## src/rtl/rom_burst_arbiter.sv

```systemverilog
// Round-robin burst arbiter sharing one single-port template ROM between two requesters.
// Whole bursts are granted; a ROM_LAT-deep tag pipeline steers returned words to their owner.
module rom_burst_arbiter #(
    parameter int ADDR_WIDTH = 11,
    parameter int DATA_WIDTH = 8,
    parameter int ROM_LAT    = 1
) (
    input  logic                  clk,
    input  logic                  rst_n,
    input  logic                  req0,
    input  logic [ADDR_WIDTH-1:0] addr0,
    input  logic [ADDR_WIDTH-1:0] len0,
    output logic                  ack0,
    output logic                  dv0,
    output logic [DATA_WIDTH-1:0] data0,
    output logic                  last0,
    input  logic                  req1,
    input  logic [ADDR_WIDTH-1:0] addr1,
    input  logic [ADDR_WIDTH-1:0] len1,
    output logic                  ack1,
    output logic                  dv1,
    output logic [DATA_WIDTH-1:0] data1,
    output logic                  last1,
    output logic [ADDR_WIDTH-1:0] rom_addr,
    input  logic [DATA_WIDTH-1:0] rom_rd_data
);

    typedef enum logic {IDLE, BURST} state_t;

    state_t                state, state_nxt;
    logic [ADDR_WIDTH-1:0] cur_addr;
    logic [ADDR_WIDTH-1:0] remain;
    logic                  owner;
    logic                  rr_ptr;
    logic                  grant_vld;
    logic                  grant_id;
    logic                  issue;
    logic                  issue_last;

    logic [ROM_LAT-1:0]    tag_vld_p;
    logic [ROM_LAT-1:0]    tag_own_p;
    logic [ROM_LAT-1:0]    tag_last_p;
    logic                  ret_vld;
    logic                  ret_own;
    logic                  ret_last;

    assign rom_addr   = cur_addr;
    assign issue      = (state == BURST);
    assign issue_last = (remain == '0);
    assign ret_vld    = tag_vld_p[ROM_LAT-1];
    assign ret_own    = tag_own_p[ROM_LAT-1];
    assign ret_last   = tag_last_p[ROM_LAT-1];

    always_comb begin
        state_nxt = state;
        grant_vld = 1'b0;
        grant_id  = 1'b0;
        case (state)
            IDLE: begin
                if (req0 || req1) begin
                    grant_vld = 1'b1;
                    // rr_ptr names the port that wins a tie
                    grant_id  = (req0 && req1) ? rr_ptr : req1;
                    state_nxt = BURST;
                end
            end
            BURST: begin
                if (issue_last) state_nxt = IDLE;
            end
            default: state_nxt = IDLE;
        endcase
    end

    // Issue stage: arbitration, address sequencing, ack
    always_ff @(posedge clk or negedge rst_n) begin
        if (!rst_n) begin
            state    <= IDLE;
            cur_addr <= '0;
            remain   <= '0;
            owner    <= 1'b0;
            rr_ptr   <= 1'b0;
            ack0     <= 1'b0;
            ack1     <= 1'b0;
        end else begin
            state <= state_nxt;
            ack0  <= grant_vld && !grant_id;
            ack1  <= grant_vld && grant_id;
            if (grant_vld) begin
                cur_addr <= grant_id ? addr1 : addr0;
                remain   <= grant_id ? len1 : len0;
                owner    <= grant_id;
                rr_ptr   <= ~grant_id;
            end else if (issue && !issue_last) begin
                // Address holds on the final issue so rom_addr keeps it through IDLE
                cur_addr <= cur_addr + ADDR_WIDTH'(1);
                remain   <= remain - ADDR_WIDTH'(1);
            end
        end
    end

    // Tag stages: follow each issued address through the ROM latency
    always_ff @(posedge clk or negedge rst_n) begin
        if (!rst_n) begin
            tag_vld_p  <= '0;
            tag_own_p  <= '0;
            tag_last_p <= '0;
        end else begin
            tag_vld_p[0]  <= issue;
            tag_own_p[0]  <= owner;
            tag_last_p[0] <= issue && issue_last;
            for (int i = 1; i < ROM_LAT; i++) begin
                tag_vld_p[i]  <= tag_vld_p[i-1];
                tag_own_p[i]  <= tag_own_p[i-1];
                tag_last_p[i] <= tag_last_p[i-1];
            end
        end
    end

    // Return stage: register ROM data into the owning port
    always_ff @(posedge clk or negedge rst_n) begin
        if (!rst_n) begin
            dv0   <= 1'b0;
            dv1   <= 1'b0;
            last0 <= 1'b0;
            last1 <= 1'b0;
            data0 <= '0;
            data1 <= '0;
        end else begin
            dv0   <= ret_vld && !ret_own;
            dv1   <= ret_vld && ret_own;
            last0 <= ret_vld && !ret_own && ret_last;
            last1 <= ret_vld && ret_own && ret_last;
            if (ret_vld && !ret_own) data0 <= rom_rd_data;
            if (ret_vld && ret_own)  data1 <= rom_rd_data;
        end
    end

endmodule
```

## config.mk

```make
export PLATFORM = sky130hd
export DESIGN_NAME = rom_burst_arbiter
export DESIGN_NICKNAME = d
export VERILOG_FILES = /design/src/rtl/rom_burst_arbiter.sv
export SDC_FILE = /design/constraint.sdc
export NUM_CORES = 1
export LEC_CHECK = 0
export CORE_MARGIN = 10
export CORE_UTILIZATION = 50
export CTS_BUF_LIST = sky130_fd_sc_hd__clkbuf_2
export DETAILED_ROUTE_END_ITERATION = 7
export PLACE_DENSITY = 0.88
export SLEW_MARGIN = 20
export SYNTH_ARGS = -nofsm -noshare
export SYNTH_HDL_FRONTEND = slang
export SYNTH_SLANG_ARGS = --single-unit
```

## constraint.sdc

```tcl
create_clock -name clk -period 3.71 [get_ports clk]
set_input_delay 0.742 -clock clk [delete_from_list [all_inputs] [get_ports clk]]
set_output_delay 0.742 -clock clk [all_outputs]
set_load 0.01 [all_outputs]
```

# Yosys cells after proc, flatten, opt, wreduce, memory -nomap -nowiden
# Index checks and enable logic that the tools add are counted.
[word_totals]
regBits = 50
latch_bits = 0
mem_bits_rw = 0
mem_bits_ro = 0
inputBits = 56
output_inout_bits = 33
elab_cells = 48
n_memories = 0
[classes]
add_sub_neg = 2
n_mul = 0
n_div = 0
n_lt_le_gt_ge = 0
n_eq_ne = 0
n_shift = 0
n_mux = 13
bitwise_logic = 2
n_reduce_logical = 15
[op_table]
columns = ["cell", "n"]
rows = [
  ["$mux W11", 6],
  ["$add A11 B1 Y11 const B", 1],
  ["$logic_not A11 Y1", 1],
  ["$sub A11 B1 Y11 const B", 1],
  ["$logic_and A1 B1 Y1", 9],
  ["$mux W1", 6],
  ["$logic_not A1 Y1", 3],
  ["$not A1 Y1", 2],
  ["$pmux W1 S2", 1],
  ["$reduce_bool A2 Y1", 1],
  ["$logic_or A1 B1 Y1", 1],
]

# Depth between registers and ports, before layout
# Gate-level depths: netlist (run 1).
[depth]
word_depth = 6
mapped_depth = 8
mapped_depth_nobuf = 8

# Least setup slack after synthesis (run 1)
# OpenSTA, ideal clock, no wires.
[synth_timing]
path_type = "input port to flip-flop"
start = "in req0"
end = "reg cur_addr[9] (netlist: rom_addr[9])"
setup_time_ps = 128
arrival_ps = 2124
required_time_ps = 3582
path_slack_ps = 1458
stages = 7
path_buffers = 2
cell_sequence = "clkbuf_1 nor2b_1 nor2_1 clkbuf_1 mux2_2 o32ai_1 a21oi_1"
[synth_via]
elab_chain_cells = 6
elab_cells_between_ends = 10
cone_classes = "mux (7); reduce/logical (3)"
[synth_rtl]
columns = ["element", "line", "source"]
rows = [
  ["start, declared", "10", "input logic req0,"],
  ["$logic_and A1 B1 Y1", "63", "grant_id = (req0 && req1) ? rr_ptr : req1;"],
  ["$mux W1", "63", ""],
  ["$mux W1", "60", "if (req0 || req1) begin"],
  ["$mux W1", "58", "case (state)"],
  ["$mux W11", "89", "cur_addr <= grant_id ? addr1 : addr0;"],
  ["$mux W11", "88", "if (grant_vld) begin"],
  ["end signal, assigned", "89", ""],
  ["end signal, assigned", "95", "cur_addr <= cur_addr + ADDR_WIDTH'(1);"],
  ["end, declared", "31", "logic [ADDR_WIDTH-1:0] cur_addr;"],
]
# Parallel ways exist; a longest one is shown, timed or not.
# A chain may end at the register's enable or synchronous reset.

# Worst setup path after layout (run 1)
[layout_timing]
start = "reg remain[5]"
end = "reg cur_addr[2] (netlist: rom_addr[2])"
[layout_via]
elab_chain_cells = 4
[layout_rtl]
columns = ["element", "line", "source"]
rows = [
  ["start, declared", "32", "logic [ADDR_WIDTH-1:0] remain;"],
  ["start signal, assigned", "90", "remain <= grant_id ? len1 : len0;"],
  ["start signal, assigned", "96", "remain <= remain - ADDR_WIDTH'(1);"],
  ["$logic_not A11 Y1", "49", "assign issue_last = (remain == '0);"],
  ["$logic_not A1 Y1", "93", "end else if (issue && !issue_last) begin"],
  ["$logic_and A1 B1 Y1", "93", ""],
  ["$reduce_bool A2 Y1 (no line)", "n/a", ""],
]
# No other way between the ends.

==> impl_metrics.yaml, run 1 <==
detailed_routing:
  drtIter0Drc: 119
  dr_total_vias: 2310
  drt-wirelength-per-cell_microns: 17.24
  ant_nets: 0
  firstDrtPassIters: 5
  routed_wl_mm: 6.929
  via_per_inst: 5.746
  drc: 0
logic_synthesis:
  ys_ff_latch: 50
  syn_nets: 308
  synth.cell_area_sq_mm: 0.002514
  ys_types: 49
  avgSynthCellArea_sq_um: 10.05
  synth_top_flop_cell: "dfrtp_1"
  synthArstFlopShare: 1.000
  synth_edf_count: 0
  ys_seq_area_frac: 0.4978
  yosys_warnings: 0
  syn_inst: 250
global_route:
  grt_max_degree: 51
  grt_overflow: 0
  grt.total_usage: 0.1645
  antenna_found_initial: 0
  grt_pass1_wl_mm: 11.47
  grt_pass1_vias: 2312
setup_path:
  cpPeakStageDelay_ns: 0.68
  cp.required_ns: 4.06
  critPathSlowestCell: "o31ai_4"
  start_kind: "flip-flop"
  cp_max_fo: 19
  critical_path_class: "flip-flop to flip-flop"
  r2r_start: "remain[5]"
  critPathCaptureType: "flip-flop"
  cp_cell_sequence: "or4_1 > o31ai_4 > inv_4 > a211o_1 > o21ai_1 > a21oi_1"
  critPathArrivalTime_ns: 2.94
  reg2reg_depth: 6
  r2r_slack_ns: 1.12
  r2r-end: "rom_addr[2]"
timing:
  rsz0062_at_grt: "false"
  hold_violations: 0
  final.setup.tns_ns: 0
  finalWorstSetupSlack_ns: 1.122
  slew_headroom: 0.4340
  period_share: 0.6975
  fin_crit_ns: 2.588
  clock.fmax_ghz: 0.3865
  worst-slew-pin-transition_ns: 0.8472
  drv_slew: 0
  setup_viol: 0
  skew_ns: 0.01600
clocking:
  clk_pin_slew_ns: 0.25
  cts_buffers: 5
  cts.repair.resized: 0
  htreeDepth: 2
  root_buffer: "clkbuf_2"
  clk_latency_ns: 0.43
  max-clock-path-buffers: 2
  cts_tree: "yes"
  post-cts-setup-buffer-count: 0
  hold_buffers: 0
  cts_sinks: 50
die:
  coreArea_sq_mm: 0.004786
  ioPinCount: 89
  rows: 25
  die_h_microns: 90.91
  die-width_microns: 90.91
  start_util: 0.5252
  dieArea_sq_mm: 0.008264
final_layout:
  drive_above_1_share: 0.1164
  final_nets: 392
  areaGrowthSynthToFinish_pct: 38.38
  antenna_cells: 0
  stdcell_count: 402
run_status:
  outcome: "complete, no violations"
power_and_ir_drop:
  p_total_uw: 2293
  leakagePower_uw: 0.001423
  powerDensity_mw_per_mm2: 659.2
  worst_ir_drop_vdd_v: 0.0004235
run:
  cap_violations: 0
place:
  port_buffers: 88
  post-place-ws_ns: 0.9623
  dp.cells: 394
  hpwlAfterDp_mm: 5.387
  routabilityCongestion: 0.8579
hold_path:
  hold_class: "input pin to asynchronous set/reset pin"
## logic make-up after synthesis
logic type | count (synthesis) | share of synthesized area
compound gates | 77 | 0.2011
fa+ha+maj | 2 | 0.009954
mux | 23 | 0.1025
flops | 50 | 0.4978
buf+inv | 23 | 0.03933
xor+xnor | 1 | 0.003485
simple gates | 74 | 0.1458
## synthesized netlist by cell type, types with 2 or more instances
cell type | n | area, sq um
dfrtp_1 | 50 | 1251
mux2_2 | 22 | 247.7
nand2_1 | 20 | 75.07
a21oi_1 | 18 | 90.09
o21ai_0 | 18 | 90.09
nor2_1 | 16 | 60.06
clkbuf_1 | 10 | 37.54
nand3_1 | 9 | 45.04
o22ai_1 | 9 | 56.30
inv_1 | 8 | 30.03
a22oi_1 | 6 | 45.04
a31oi_1 | 4 | 25.02
nor3_1 | 4 | 20.02
or3_1 | 4 | 25.02
a211oi_1 | 3 | 22.52
and3_1 | 3 | 18.77
nand4_1 | 3 | 18.77
nor4_1 | 3 | 18.77
a32o_1 | 2 | 20.02
buf_2 | 2 | 10.01
ha_1 | 2 | 25.02
nand2b_1 | 2 | 12.51
nor2b_1 | 2 | 12.51
o32a_1 | 2 | 20.02
o32ai_1 | 2 | 17.52
or2_2 | 2 | 12.51
or4_1 | 2 | 15.01
## registers in the layout, indices dropped and copies added (netlist names), 8 cells and up
name      flops
data0         8
data1         8
remain       11
rom_addr     11
## per-layer routing
metal | vias up | part of all wire | GRT usage | wire length [microns]
met3 | 8 | 0.080 | 0.05569 | 556
met5 | - | 0 | 0 | 0
met1 | 1101 | 0.41 | 0.1914 | 2866
met2 | 105 | 0.50 | 0.2873 | 3445
li1 | 1096 | - | - | -
met4 | 0 | 0.0087 | 0.03394 | 60
## placed cells by master, fill, tap and decap left out, drive strengths merged, types with 4 or more instances in the layout
cell type,n
nor2,16
a21oi,18
a31oi,4
nor3,4
nand2,20
or3,4
clkdlybuf4s50,87
nand3,9
o21ai,19
dfrtp,50
inv,10
o22ai,9
clkbuf,5
a22oi,6
mux2,22
## final cells by class
| cell class | count | area [sq um] |
|---|---|---|
| timing repair buffer | 90 | 893.4 |
| clock buffer | 5 | 25.02 |
| fill | 362 | 1308 |
| inverter | 10 | 40.04 |
| tap | 67 | 83.83 |
| sequential | 50 | 1251 |
| clock inverter | 3 | 21.27 |
| multi-input combinational | 177 | 1164 |
## power by group
| part | internal (uW) | total, uW | leakage, uW | switching, uW |
|---|---|---|---|---|
| clock network | 46.4 | 222 | 0.0000289 | 176 |
| logic | 613 | 1080 | 0.000801 | 464 |
| registers | 772 | 994 | 0.000593 | 222 |
| total | 1430 | 2290 | 0.00142 | 862 |
## worst max path at each step
stage	from	to	slack (ns)	cells past startpoint
3_3_place_gp	req0	rom_addr[2]	1.00	7
2_1_floorplan	req0	rom_addr[9]	1.46	7
3_5_place_dp	req0	rom_addr[2]	0.96	7
6_report	remain[5]	rom_addr[2]	1.12	6
5_1_grt	issue	rom_addr[2]	0.96	6
4_1_cts	remain[5]	rom_addr[2]	1.12	6
## per-stage QoR
stage | util | area, sq um | hold slack, ns
after detailed placement | 0.7166 | 3430 | 0.3955
final | 0.7268 | 3478 | 0.2784
after global routing | 0.7268 | 3478 | 0.2652
after floorplan | - | 2514 | 0.3519
after global placement | 0.7166 | 3430 | 0.3832
after CTS | 0.7263 | 3476 | 0.4363
## worst max-delay path, delay by kind of cell (launching register included)
kind            cells  cell delay [ns]
compound gates      4             1.14
simple gates        1             0.65
flops               1             0.50
buf+inv             1             0.22
(Power assumes the default switching activity.)
==> run 2: changes to the inputs <==
--- a/config.mk
+++ b/config.mk
@@ -6,10 +6,10 @@
 export NUM_CORES = 1
 export LEC_CHECK = 0
 export CORE_MARGIN = 10
-export CORE_UTILIZATION = 50
+export CORE_UTILIZATION = 46
 export CTS_BUF_LIST = sky130_fd_sc_hd__clkbuf_2
 export DETAILED_ROUTE_END_ITERATION = 7
-export PLACE_DENSITY = 0.88
+export PLACE_DENSITY = 0.82
 export SLEW_MARGIN = 20
 export SYNTH_ARGS = -nofsm -noshare
 export SYNTH_HDL_FRONTEND = slang
==> constraint.sdc (replaced) <==
create_clock -name clk -period 2.67 [get_ports clk]
set_input_delay 0.534 -clock clk [delete_from_list [all_inputs] [get_ports clk]]
set_output_delay 0.534 -clock clk [all_outputs]
set_load 0.01 [all_outputs]
==> run 2 against run 1 <==
  * Sequential power increased by 38%
  * Combinational power increased by 42%
  * Clock skew increased by 0.0052 ns
  * Sequential cell count unchanged
  * Global-route usage about the same
  * Die area increased by 6.7%
  * Largest power group unchanged
==> impl_metrics.yaml, run 2 (synthesis results as in run 1) <==
final_layout:
  stdcell_count: 413
  final_cell_mix: "clkdlybuf4s50_1 (87), dfrtp_1 (50), mux2_2 (22), nand2_1 (20)"
  antenna_cells: 0
  multiInputGateArea_sq_mm: 0.001164
  areaGrowthSynthToFinish_pct: 41.11
  final_nets: 400
  fillers: 430
  register_area_sq_mm: 0.001251
  final_common_cell: "clkdlybuf4s50_1"
  drive_above_1_share: 0.1370
  final_cell_area_sq_mm: 0.003547
global_route:
  antenna_found_initial: 0
  grt_pass1_vias: 2375
  grt_max_degree: 30
  grt.total_usage: 0.1641
  grt_pass1_wl_mm: 11.72
  grt_overflow: 0
place:
  port_buffers: 88
  hpwlAfterDp_mm: 5.750
  dpl_cell_area_sq_mm: 0.003493
  dp.cells: 405
  routabilityCongestion: 0.8877
hold_path:
  hold_class: "input pin to asynchronous set/reset pin"
clocking:
  max-clock-path-buffers: 2
  htreeDepth: 2
  clk_pin_slew_ns: 0.29
  cts.repair.resized: 0
  clk_latency_ns: 0.45
  root_buffer: "clkbuf_2"
  cts_tree: "yes"
  cts_sinks: 50
  cts_buffers: 5
  hold_buffers: 0
  post-cts-setup-buffer-count: 0
setup_path:
  critPathArrivalTime_ns: 2.91
  cp.required_ns: 3.06
  critPathCaptureType: "flip-flop"
  critPathSlowestCell: "o31ai_4"
  cpPeakStageDelay_ns: 0.73
  critPathBufInv: 2
  cp_cell_sequence: "or4_1 > o31ai_4 > inv_4 > buf_4 > o221a_2 > a21oi_1"
  crit_family: "compound AO/OA/AOI/OAI gates"
  cp_max_fo: 17
  critical_path_class: "flip-flop to flip-flop"
  start_kind: "flip-flop"
timing:
  drv_slew: 0
  rsz0062_at_grt: "false"
  final.setup.tns_ns: 0
  skew_ns: 0.02119
  fin_crit_ns: 2.518
  period_share: 0.9431
  worst-slew-pin-transition_ns: 0.8231
  clock.fmax_ghz: 0.3971
  slew_headroom: 0.4501
  hold_violations: 0
  setup_viol: 0
die:
  coreArea_sq_mm: 0.005205
  ioPinCount: 89
  rows: 26
  die_h_microns: 93.92
  die-width_microns: 93.92
  dieArea_sq_mm: 0.008821
  start_util: 0.4829
run_status:
  outcome: "complete, no violations"
power_and_ir_drop:
  powerDensity_mw_per_mm2: 914.0
  worst_ir_drop_vdd_v: 0.0004678
  leakagePower_uw: 0.001465
  p_total_uw: 3242
detailed_routing:
  wl_met1_mm: 3.222
  drc: 0
  dr_total_vias: 2382
  drt-wirelength-per-cell_microns: 17.96
  drtIter0Drc: 200
  highest_layer: "met4"
  firstDrtPassIters: 7
  wl_met3_microns: 746
  wl_met2_mm: 3.392
  routed_wl_mm: 7.416
  via_per_inst: 5.768
  ant_nets: 0
run:
  cap_violations: 0
[run 2: changes by cell type in the layout (fill, tap and decap cells not counted)]
cell / change
buf_4: +7
buf_2: +1
clkinv_2: -1
clkinvlp_4: -1
inv_6: +1
inv_8: +1
[run 2: path summary, 6_finish.rpt]
kind | endpoint | from | slack (ns) | cells past startpoint
hold / removal | rom_addr[2] | rst_n | 0.06 | 1
hold reg to reg | ret_own | owner | 0.42 | 0
min in group clk | ret_own | owner | 0.42 | 0
setup reg to reg | remain[1] | remain[5] | 0.15 | 6
setup / recovery | remain[1] | remain[5] | 0.15 | 6
max in group asynchronous | rom_addr[4] | rst_n | 2.00 | 2
[run 2: routing by layer]
metal | global-route usage | vias up
li1 | - | 1113
met1 | 0.2058 | 1125
met2 | 0.2702 | 134
met3 | 0.05596 | 10
met4 | 0.02658 | 0
met5 | 0 | -
[run 2: worst reg2reg max path, cell delays in order (launching register included)]
cell and delay, ns:
dfrtp_1 0.49, or4_1 0.65, o31ai_4 0.73, inv_4 0.15, buf_4 0.22, o221a_2 0.12, a21oi_1 0.12
[run 2: per-stage QoR]
step	setup WS, ns	hold slack, ns	utilization
finish	0.1520	0.05505	0.6815
detailed placement	0.2127	0.3632	0.6712
floorplan	0.6264	0.2384	-
global route	0.03205	0.03506	0.6815
global placement	0.2421	0.3660	0.6712
CTS	0.1889	0.07105	0.6815
[run 2: where the power goes]
group,internal [uW],total [uW],switching (uW)
logic,868,1530,658
registers,1070,1370,295
clock network,78.0,349,270
[run 2: layout make-up]
class                           count  area share
Clock buffer                        5    0.007055
Inverter                           10     0.01129
Timing Repair Buffer               98      0.2681
Sequential cell                    50      0.3527
Multi-Input combinational cell    177      0.3280
Tap cell                           70     0.02469
Clock inverter                      3    0.008113
==> run 3: changes to the inputs <==
--- a/config.mk
+++ b/config.mk
@@ -5,7 +5,6 @@
 export SDC_FILE = /design/constraint.sdc
 export NUM_CORES = 1
 export LEC_CHECK = 0
-export CORE_MARGIN = 10
 export CORE_UTILIZATION = 46
 export CTS_BUF_LIST = sky130_fd_sc_hd__clkbuf_2
 export DETAILED_ROUTE_END_ITERATION = 7
==> run 3 against run 2 <==
  * Sequential cell count unchanged
  * Global-route usage up 7.0 points
  * Worst setup slack better by 0.11 ns
  * Total power increased by 1.9%
  * Register-to-register slack better by 0.11 ns
  * Via count about the same
  * Clock-buffer cell count unchanged
  * Fmax grew 4.5%
  * Clock skew grew 0.0098 ns
==> impl_metrics.yaml, run 3 (synthesis results as in run 1) <==
power_and_ir_drop:
  p_total_uw: 3303
  worst_ir_drop_vdd_v: 0.0005423
  leakagePower_uw: 0.001473
  powerDensity_mw_per_mm2: 923.1
final_layout:
  final_cell_mix: "clkdlybuf4s50_1 (87), dfrtp_1 (50), mux2_2 (22), nand2_1 (20)"
  areaGrowthSynthToFinish_pct: 42.36
  final_nets: 402
  drive_above_1_share: 0.1420
  antenna_cells: 0
  final_common_cell: "clkdlybuf4s50_1"
clocking:
  clk_latency_ns: 0.46
  cts_buffers: 5
  cts.repair.resized: 0
  cts_sinks: 50
  cts_tree: "yes"
  htreeDepth: 2
  clk_pin_slew_ns: 0.27
  hold_buffers: 0
  max-clock-path-buffers: 2
  post-cts-setup-buffer-count: 0
  root_buffer: "clkbuf_2"
global_route:
  grt_pass1_vias: 2331
  grt_max_degree: 51
  grt.total_usage: 0.2339
  antenna_found_initial: 0
  grt_overflow: 0
  grt_pass1_wl_mm: 10.71
detailed_routing:
  drtIter0Drc: 102
  dr_total_vias: 2384
  drc: 0
  ant_nets: 0
  routed_wl_mm: 6.440
  firstDrtPassIters: 4
  drt-wirelength-per-cell_microns: 15.52
  via_per_inst: 5.745
setup_path:
  reg2reg_depth: 6
  start_kind: "flip-flop"
  critPathArrivalTime_ns: 2.81
  cp_max_fo: 17
  r2r_start: "remain[5]"
  r2r-end: "rom_addr[2]"
  critPathCaptureType: "flip-flop"
  critical_path_class: "flip-flop to flip-flop"
  cp.required_ns: 3.07
  r2r_slack_ns: 0.26
die:
  start_util: 0.4860
  dieArea_sq_mm: 0.005764
  die-width_microns: 75.92
  coreArea_sq_mm: 0.005172
  rows: 26
  ioPinCount: 89
  die_h_microns: 75.92
hold_path:
  hold_class: "input pin to asynchronous set/reset pin"
run:
  cap_violations: 0
timing:
  setup_viol: 0
  worst-slew-pin-transition_ns: 0.7299
  slew_headroom: 0.5134
  clock.fmax_ghz: 0.4149
  skew_ns: 0.03097
  drv_slew: 0
  rsz0062_at_grt: "false"
  final.setup.tns_ns: 0
  period_share: 0.9026
  holdWs_ns: 0.1234
  fin_crit_ns: 2.410
  hold_violations: 0
place:
  routabilityCongestion: 0.8963
  port_buffers: 88
  hpwlAfterDp_mm: 4.949
run_status:
  outcome: "complete, no violations"
run 3: critical path, cell delays in order, from the launching register on:
cell,delay (ns)
dfrtp_1,0.49
or4_1,0.63
o31ai_4,0.68
inv_4,0.13
a211o_1,0.32
o21ai_1,0.07
a21oi_1,0.05
run 3: how the worst max path moves through the flow:
| stage | slack (ns) | end | cells after the start | startpoint |
|---|---|---|---|---|
| after floorplan | 0.63 | rom_addr[9] | 7 | req0 |
| after global placement | 0.27 | rom_addr[2] | 7 | req0 |
| after detailed placement | 0.25 | rom_addr[2] | 7 | req0 |
| after CTS | 0.28 | rom_addr[2] | 6 | remain[5] |
| after global routing | 0.1 | rom_addr[9] | 6 | remain[5] |
| final | 0.26 | rom_addr[2] | 6 | remain[5] |
run 3: report_power, final:
part | internal, uW | switching [uW]
clock network | 157 | 249
registers | 1070 | 303
logic | 880 | 642
total | 2110 | 1190
run 3: metal layers:
metal,track usage,share of wire,up-vias
met5,0,0,-
met4,0.09808,0.031,0
met3,0.05301,0.073,14
met2,0.4155,0.50,116
met1,0.2706,0.40,1140
li1,-,-,1114
run 3: layout make-up:
class	instances	area [sq um]
multi-input combinational	177	1164
sequential	50	1251
tap	70	87.58
clock buffer	5	25.02
timing repair buffer	100	965.9
fill	426	1594
clock inverter	3	45.04
inverter	10	40.04
run 3: metrics by stage:
stage	worst slack, ns	instance area, sq um	utilization	cells
finish	0.2599	3578	0.6918	415
global route	0.09944	3578	0.6918	415
CTS	0.2802	3578	0.6918	415
detailed placement	0.2470	3508	0.6783	407
global placement	0.2705	3508	0.6783	407
floorplan	0.6264	2514	-	250
